### config.mk
export PLATFORM = sky130hd
export DESIGN_NAME = sort_net_seq
export DESIGN_NICKNAME = d
export VERILOG_FILES = /design/src/rtl/sort_net_seq.sv
export SDC_FILE = /design/constraint.sdc
export NUM_CORES = 1
export LEC_CHECK = 0
export ABC_AREA = 1
export CAP_MARGIN = 20
export CORE_ASPECT_RATIO = 0.6
export CORE_MARGIN = 2
export CORE_UTILIZATION = 40
export CTS_BUF_LIST = sky130_fd_sc_hd__clkbuf_8
export DETAILED_ROUTE_END_ITERATION = 10
export GPL_ROUTABILITY_DRIVEN = 0
export PLACE_DENSITY = 0.74
export SETUP_SLACK_MARGIN = 0.2
export SYNTH_ARGS = -nofsm -noshare
export SYNTH_HDL_FRONTEND = slang
export SYNTH_SLANG_ARGS = --single-unit
### constraint.sdc
create_clock -name clk -period 2.1 [get_ports clk]
set_input_delay 0.525 -clock clk [delete_from_list [all_inputs] [get_ports clk]]
set_output_delay 0.525 -clock clk [all_outputs]
set_load 0.1 [all_outputs]
### src/rtl/sort_net_seq.sv
// sort_net_seq
// Sequential odd-even transposition sorter for N unsigned W-bit keys.
// One vector is held at a time. Each clock in SORT runs one phase. A runtime
// mode picks the order (desc=1: element 0 largest). The sort stops early once
// two phases in a row swap nothing, or after N phases at most.
//
// Ports:
//   clk         rising-edge clock
//   nrst        asynchronous active-low reset
//   in_valid    producer offers a vector on in_data
//   in_ready    block can accept a vector (IDLE only)
//   in_data     N keys, element 0 in the most significant W bits
//   desc        sort order, sampled on accept
//   out_valid   sorted vector available (DONE only)
//   out_ready   consumer takes the vector
//   out_data    vector register, same element ordering as in_data
//   out_phases  number of phases executed for the current result
//   dbg_state   current FSM state (0 IDLE, 1 SORT, 2 DONE)
//
// Handshake: a transfer happens on a rising edge where valid and ready are
// both 1. in_ready and out_valid are decoded from the state register only.
// Neither depends combinationally on in_valid or out_ready.
module sort_net_seq #(
  parameter int N = 4,
  parameter int W = 4,
  localparam int PW = $clog2(N + 1)
) (
  input  logic            clk,
  input  logic            nrst,
  input  logic            in_valid,
  output logic            in_ready,
  input  logic [N*W-1:0]  in_data,
  input  logic            desc,
  output logic            out_valid,
  input  logic            out_ready,
  output logic [N*W-1:0]  out_data,
  output logic [PW-1:0]   out_phases,
  output logic [1:0]      dbg_state
);

  typedef enum logic [1:0] {IDLE = 2'd0, SORT = 2'd1, DONE = 2'd2} state_t;

  state_t          state_q;
  logic [N*W-1:0]  vec_q;
  logic            desc_q;
  logic [PW-1:0]   k_q;
  logic [PW-1:0]   phases_q;
  logic            prev_noswap_q;

  logic [W-1:0]    elem [N];
  logic [W-1:0]    nxt_elem [N];
  logic [N*W-1:0]  nxt_vec;
  logic            noswap;
  logic            last;

  // One compare-swap phase on the held vector. Pairs start at index 0 on
  // even phases and at index 1 on odd phases. Pairs never overlap, so every
  // comparison reads the pre-phase values. Keys left unpaired keep their value.
  always_comb begin
    nxt_vec = '0;
    noswap  = 1'b1;
    for (int i = 0; i < N; i++) begin
      elem[i]     = vec_q[(N-i)*W-1 -: W];
      nxt_elem[i] = vec_q[(N-i)*W-1 -: W];
    end
    for (int j = 0; j < N - 1; j++) begin
      if ((j & 1) == int'(k_q[0])) begin
        if (desc_q ? (elem[j] < elem[j+1]) : (elem[j] > elem[j+1])) begin
          nxt_elem[j]   = elem[j+1];
          nxt_elem[j+1] = elem[j];
          noswap        = 1'b0;
        end
      end
    end
    for (int i = 0; i < N; i++) begin
      nxt_vec[(N-i)*W-1 -: W] = nxt_elem[i];
    end
  end

  // Two quiet phases in a row (odd and even) mean that every adjacent pair is
  // already ordered. N phases always finish the sort.
  assign last = ((k_q != '0) && noswap && prev_noswap_q) || (k_q == PW'(N - 1));

  always_ff @(posedge clk or negedge nrst) begin
    if (!nrst) begin
      state_q       <= IDLE;
      vec_q         <= '0;
      desc_q        <= 1'b0;
      k_q           <= '0;
      phases_q      <= '0;
      prev_noswap_q <= 1'b0;
    end else begin
      case (state_q)
        IDLE: begin
          if (in_valid) begin
            vec_q         <= in_data;
            desc_q        <= desc;
            k_q           <= '0;
            prev_noswap_q <= 1'b0;
            state_q       <= SORT;
          end
        end
        SORT: begin
          vec_q <= nxt_vec;
          if (last) begin
            phases_q <= k_q + PW'(1);
            state_q  <= DONE;
          end else begin
            prev_noswap_q <= noswap;
            k_q           <= k_q + PW'(1);
          end
        end
        DONE: begin
          if (out_ready) state_q <= IDLE;
        end
        default: state_q <= IDLE;
      endcase
    end
  end

  assign in_ready   = (state_q == IDLE);
  assign out_valid  = (state_q == DONE);
  assign out_data   = vec_q;
  assign out_phases = phases_q;
  assign dbg_state  = state_q;

endmodule

Word level (Yosys, flattened, before mapping)
Index checks and enable logic that the tools add are counted.

Output and inout bits: 23. Logic and storage cells: 65. Input port bits: 21. Bits in registers: 26.

Magnitude comparators: 6. Equal/unequal tests: 10. Reduce and logical (&&, ||, !) cells: 13. Muxes and demuxes: 27. Add/sub/neg operators: 1.

Operators by type and width (count): $mux W8 (6); $pmux W16 S2 (1); $mux W16 (1); $gt A4 B4 Y1 (3); $lt A4 B4 Y1 (3); $ne A2 B2 Y1 const B (6); $mux W1 (11); $reduce_and A4 Y1 (2); $mux W2 (3); $mux W3 (2); $pmux W2 S3 (1); $pmux W3 S2 (1); $reduce_and A2 Y1 (3); $reduce_and A3 Y1 (2); $add A3 B1 Y3 const B (1); $eq A3 B2 Y1 const B (1); $reduce_bool A3 Y1 (1); $eq A2 B1 Y1 const B (1); $eq A2 B2 Y1 const B (1); $logic_and A1 B1 Y1 (2); $logic_not A2 Y1 (1); $ne A2 B1 Y1 const B (1); $pmux W1 S2 (1); $reduce_bool A2 Y1 (1); $logic_or A1 B1 Y1 (1).

Logic depth before layout (Yosys ltp)
Word-level depth: 13. Gate-level depth with buffers: 16. Depth with buffers taken out: 16.

Worst setup path after synthesis
Ideal clock, no wire load.

Path type: reg2out. From: reg state_q[1], in the netlist dbg_state[1]. To: out out_valid. Cell stages (with the launch flop): 3. Data arrival time: 2467 ps. Path buffers: 0. Setup slack: -892 ps. Data required time: 1575 ps. Cells stage by stage: dfrtp_1 > inv_1 > nor2_1.

Word-level cells in the longest chain between the ends: 1.

RTL lines: start, declared (line 43) `state_t state_q;`; start signal, assigned (line 86) `state_q <= IDLE;`; start signal, assigned (line 100) `state_q <= SORT;`; start signal, assigned (line 107) `state_q <= DONE;`; $eq A2 B2 Y1 (line 122) `assign out_valid = (state_q == DONE);`; end, declared (line 34) `output logic out_valid,`.

No other way between the ends.

Final worst setup path
From: reg vec_q[11], in the netlist out_data[11]. To: reg k_q[0].

Word-level cells in the longest chain between the ends: 13. Elaborated cells on any way between the ends: 17. Classes of those cells: order compare: 4; eq/ne: 1; mux: 8; reduce/logical: 4.

RTL lines: start, declared (line 44) `logic [N*W-1:0] vec_q;`; start signal, assigned (line 96) `vec_q <= in_data;`; start signal, assigned (line 104) `vec_q <= nxt_vec;`; $gt A4 B4 Y1 or $lt A4 B4 Y1 (tied branches) (line 68) `if (desc_q ? (elem[j] < elem[j+1]) : (elem[j] > elem[j+1])) begin`; $mux W1 (2 in series) (line 68); $mux W1 (line 67) `if ((j & 1) == int'(k_q[0])) begin`; $mux W1 (line 68); $mux W1 (*) (line 67); $mux W1 (line 68); $mux W1 (*) (line 67); $logic_and A1 B1 Y1 (*) (2 in series) (line 82) `assign last = ((k_q != '0) && noswap && prev_noswap_q) || (k_q == PW'(N - 1));`; $logic_or A1 B1 Y1 (*) (line 82); $ne A2 B2 Y1 (no source line) (*); $reduce_and A3 Y1 (no source line) (*); end signal, assigned (line 110) `k_q <= k_q + PW'(1);`; end, declared (line 46) `logic [PW-1:0] k_q;`.

Every way passes the cells marked *; elsewhere a longest branch is shown, timed or not. A chain may end at the register's enable or synchronous reset.

==> load_flow_metrics.sql <==
INSERT INTO impl_metrics (metric_group, metric, value, unit) VALUES
('yosys', 'synth_cell_type_count', '27', ''),
('floorplanning', 'initial_core_util', '0.408', ''),
('yosys', 'yosysSeqAreaShare', '0.355', ''),
('run', 'max_cap_viol_count', '0', ''),
('yosys', 'synth_commonest_cells', '68 x nand2_1, 29 x inv_1, 26 x dfrtp_1, 20 x nand3_1, 15 x ha_1', ''),
('timing', 'maxSlewViolCount', '0', ''),
('grt', 'global_route.overflow_total', '0', ''),
('place', 'dpl-instance-area', '2680', 'sq um'),
('routing', 'route.vias.total', '1992', ''),
('place', 'hpwl', '3900', 'microns'),
('timing', 'setup_tns', '0', 'ns'),
('clock_tree', 'cts_buffer_depth', '2', ''),
('clock_tree', 'clock_insertion_delay_worst_skew', '0.28', 'ns'),
('yosys', 'yosys_most_used_dff', 'dfrtp_1', ''),
('layout', 'finalNetCount', '346', ''),
('floorplanning', 'dieWidth', '91.4', 'microns'),
('yosys', 'synthesis.area_per_instance', '7.73', 'sq um'),
('timing', 'max_freq', '0.510', 'GHz'),
('floorplanning', 'boundaryPins', '44', ''),
('setup_path', 'slowest_delay', '0.54', 'ns'),
('run_status', 'outcome', 'finished clean', ''),
('yosys', 'number_of_enable_flip_flop_cells_after_synthesis', '0', ''),
('floorplanning', 'floorplan.die_area', '5160', 'sq um'),
('yosys', 'synthTopCellsByArea', 'dfrtp_1 35%, nand2_1 14%, ha_1 10%', ''),
('setup_path', 'crit_slowest_cell', 'dfrtp_4', ''),
('routing', 'route.detailed.wl_per_inst', '16.4', 'microns'),
('floorplanning', 'std_cell_core_area', '4490', 'sq um'),
('clock_tree', 'cts_tree', 'yes', ''),
('setup_path', 'cp-end-kind', 'register', ''),
('grt', 'maximum_number_of_pins_on_one_net_before_global_route_repair', '27', ''),
('yosys', 'synth_nets', '273', ''),
('layout', 'antenna_cells', '0', ''),
('routing', 'dr.first_iter.drc_count', '195', ''),
('clock_tree', 'clock_tree.htree_level_count', '1', ''),
('timing', 'max_slew_margin', '0.736', ''),
('floorplanning', 'placement_rows', '19', ''),
('timing', 'period_share', '0.933', ''),
('routing', 'dr.pass1.iters', '5', ''),
('setup_path', 'timing_worst_setup_path_type', 'register to register', ''),
('setup_path', 'crit_path_cell_chain', 'inv_4 > ha_4 > a21oi_4 > nand2_2 > nand2_4 > nand3_4 > nand3_4 > nand2_4 > nand2_4 > nand3_4 > nand2_4 > nand2_2 > nand2_2', ''),
('clock_tree', 'numClockSinks', '26', ''),
('clock_tree', 'cts-hold-fix-buffers', '0', ''),
('grt', 'antenna_found_initial', '0', ''),
('grt', 'first_global_vias', '1844', ''),
('layout', 'syn_to_final_growth', '73.0', '%'),
('clock_tree', 'cts-root-buf', 'clkbuf_8', ''),
('yosys', 'synth_async_sr_flop_share', '1.00', ''),
('setup_path', 'critical_path_peak_fanout', '5', ''),
('setup_path', 'data_arrival_critical_path', '2.19', 'ns'),
('layout', 'stdcell_area', '3170', 'sq um'),
('timing', 'count_of_final_hold_check_violations', '0', ''),
('min_path', 'timing.hold.worst.class', 'register to register', ''),
('yosys', 'synthesis.area', '1830', 'sq um'),
('yosys', 'synth_warnings', '0', ''),
('place', 'place.port_buffers', '43', ''),
('yosys', 'number_of_register_bits_inferred_by_synthesis', '26', ''),
('place', 'dp_worst_setup_slack', '0.0875', 'ns'),
('routing', 'detail_route.drc_violations', '0', ''),
('floorplanning', 'dieHeight', '56.4', 'microns'),
('grt', 'wire_length_of_the_first_global_routing_pass', '9130', 'microns'),
('routing', 'final_antenna_net_count', '0', ''),
('clock_tree', 'cts_made_buffers', '3', ''),
('yosys', 'synthDominantCellAreaShare', '0.355', ''),
('setup_path', 'timing.critical_path.from_type', 'register', ''),
('grt', 'grt_util_all_layers', '0.227', ''),
('timing', 'setup_ws', '0.140', 'ns'),
('timing', 'setup_viol_count_final', '0', ''),
('setup_path', 'critical-path-top-cell-by-count', 'nand2_4', ''),
('routing', 'final_routed_wirelength_across_all_metal_layers', '6110', 'microns'),
('timing', 'timing.final.crit_period', '1.96', 'ns'),
('layout', 'drive_gt1_frac', '0.502', ''),
('timing', 'final.setup_skew', '0.00950', 'ns'),
('routing', 'routed_via_density', '5.35', ''),
('yosys', 'synth_largest_area_cell', 'dfrtp_1', ''),
('yosys', 'yosys.cell_count.top_type', 'nand2_1', ''),
('timing', 'worstMarginPinSlew', '0.392', 'ns'),
('timing', 'rsz_0062_raised_after_global_routing', 'yes', ''),
('setup_path', 'crit_required', '2.33', 'ns'),
('clock_tree', 'clock_input_transition_at_the_sequential_cells_of_the_worst_setup_and_hold_paths', '0.10', 'ns'),
('yosys', 'synthesis.instances', '237', '');
-- cells by family after synthesis --
logic type,share of synthesized area
simple gates,0.311
compound gates,0.149
buf+inv,0.0826
flops,0.355
fa+ha+maj,0.102
-- worst max-delay path, delay by kind of cell, from the launching register on --
family                     cells  cell delay (ns)
buffers and inverters          1             0.08
and+or+nand+nor               10             0.90
adders and majority gates      1             0.21
DFF                            1             0.54
AOI/OAI and AO/OA              1             0.17
-- sequential cells by signal, summed over array words and instances (netlist names) --
register,count
dbg_state,2
out_phases,3
desc_q,1
k_q,3
prev_noswap_q,1
out_data,16
-- cells in the final DEF (no fill, tap or decap), types with 9 or more instances in the layout --
master	count
buf_4	30
o21ai_1	9
o21ai_0	10
nand2_1	50
buf_12	19
nand2_4	12
inv_1	18
nand3_1	15
nand2_2	14
clkdlybuf4s50_1	20
inv_2	13
dfrtp_4	17
-- area by class of cell --
cell class | instances | area [sq um]
clock buffers | 3 | 41.3
clock inverters | 1 | 3.75
fillers | 295 | 1320
inverters | 37 | 156
multi-input cells | 173 | 1370
flip-flops and latches | 26 | 716
well taps | 63 | 78.8
repair buffers | 69 | 806
-- stage by stage --
stage / util / cells / hold WS (ns)
2_1_floorplan: - / 237 / 0.229
3_3_place_gp: 0.595 / 344 / 0.470
3_5_place_dp: 0.595 / 344 / 0.475
4_1_cts: 0.645 / 363 / 0.505
5_1_grt: 0.706 / 372 / 0.532
6_report: 0.706 / 372 / 0.499
-- worst paths after layout --
check                                 to  cells past startpoint  slack [ns]          start
setup / recovery                  k_q[0]                     13        0.14   out_data[11]
hold / removal             out_phases[0]                      2        0.50  out_phases[0]
setup reg to reg                  k_q[0]                     13        0.14   out_data[11]
hold reg to reg            out_phases[0]                      2        0.50  out_phases[0]
max in group asynchronous    out_data[4]                      2        1.20           nrst
min in group asynchronous  prev_noswap_q                      2        0.60           nrst
-- what timing repair did --
| action | CTS | global route |
|---|---|---|
| gates resized for setup | 16 | 49 |
| setup buffers | 14 | 9 |
| cloned | 1 | 0 |
| setup endpoints to repair | 20 | 25 |
| pin swaps | 5 | 25 |
-- routing by layer --
metal	vias to the layer above	track usage	part of all wire
met5	-	0	0
met4	0	0.0519	0.027
met3	25	0.0550	0.091
met2	105	0.352	0.46
met1	935	0.321	0.42
li1	927	-	-
Power is not shown: default switching activity piles up to over one toggle a cycle in this logic, so the estimate is an artifact.
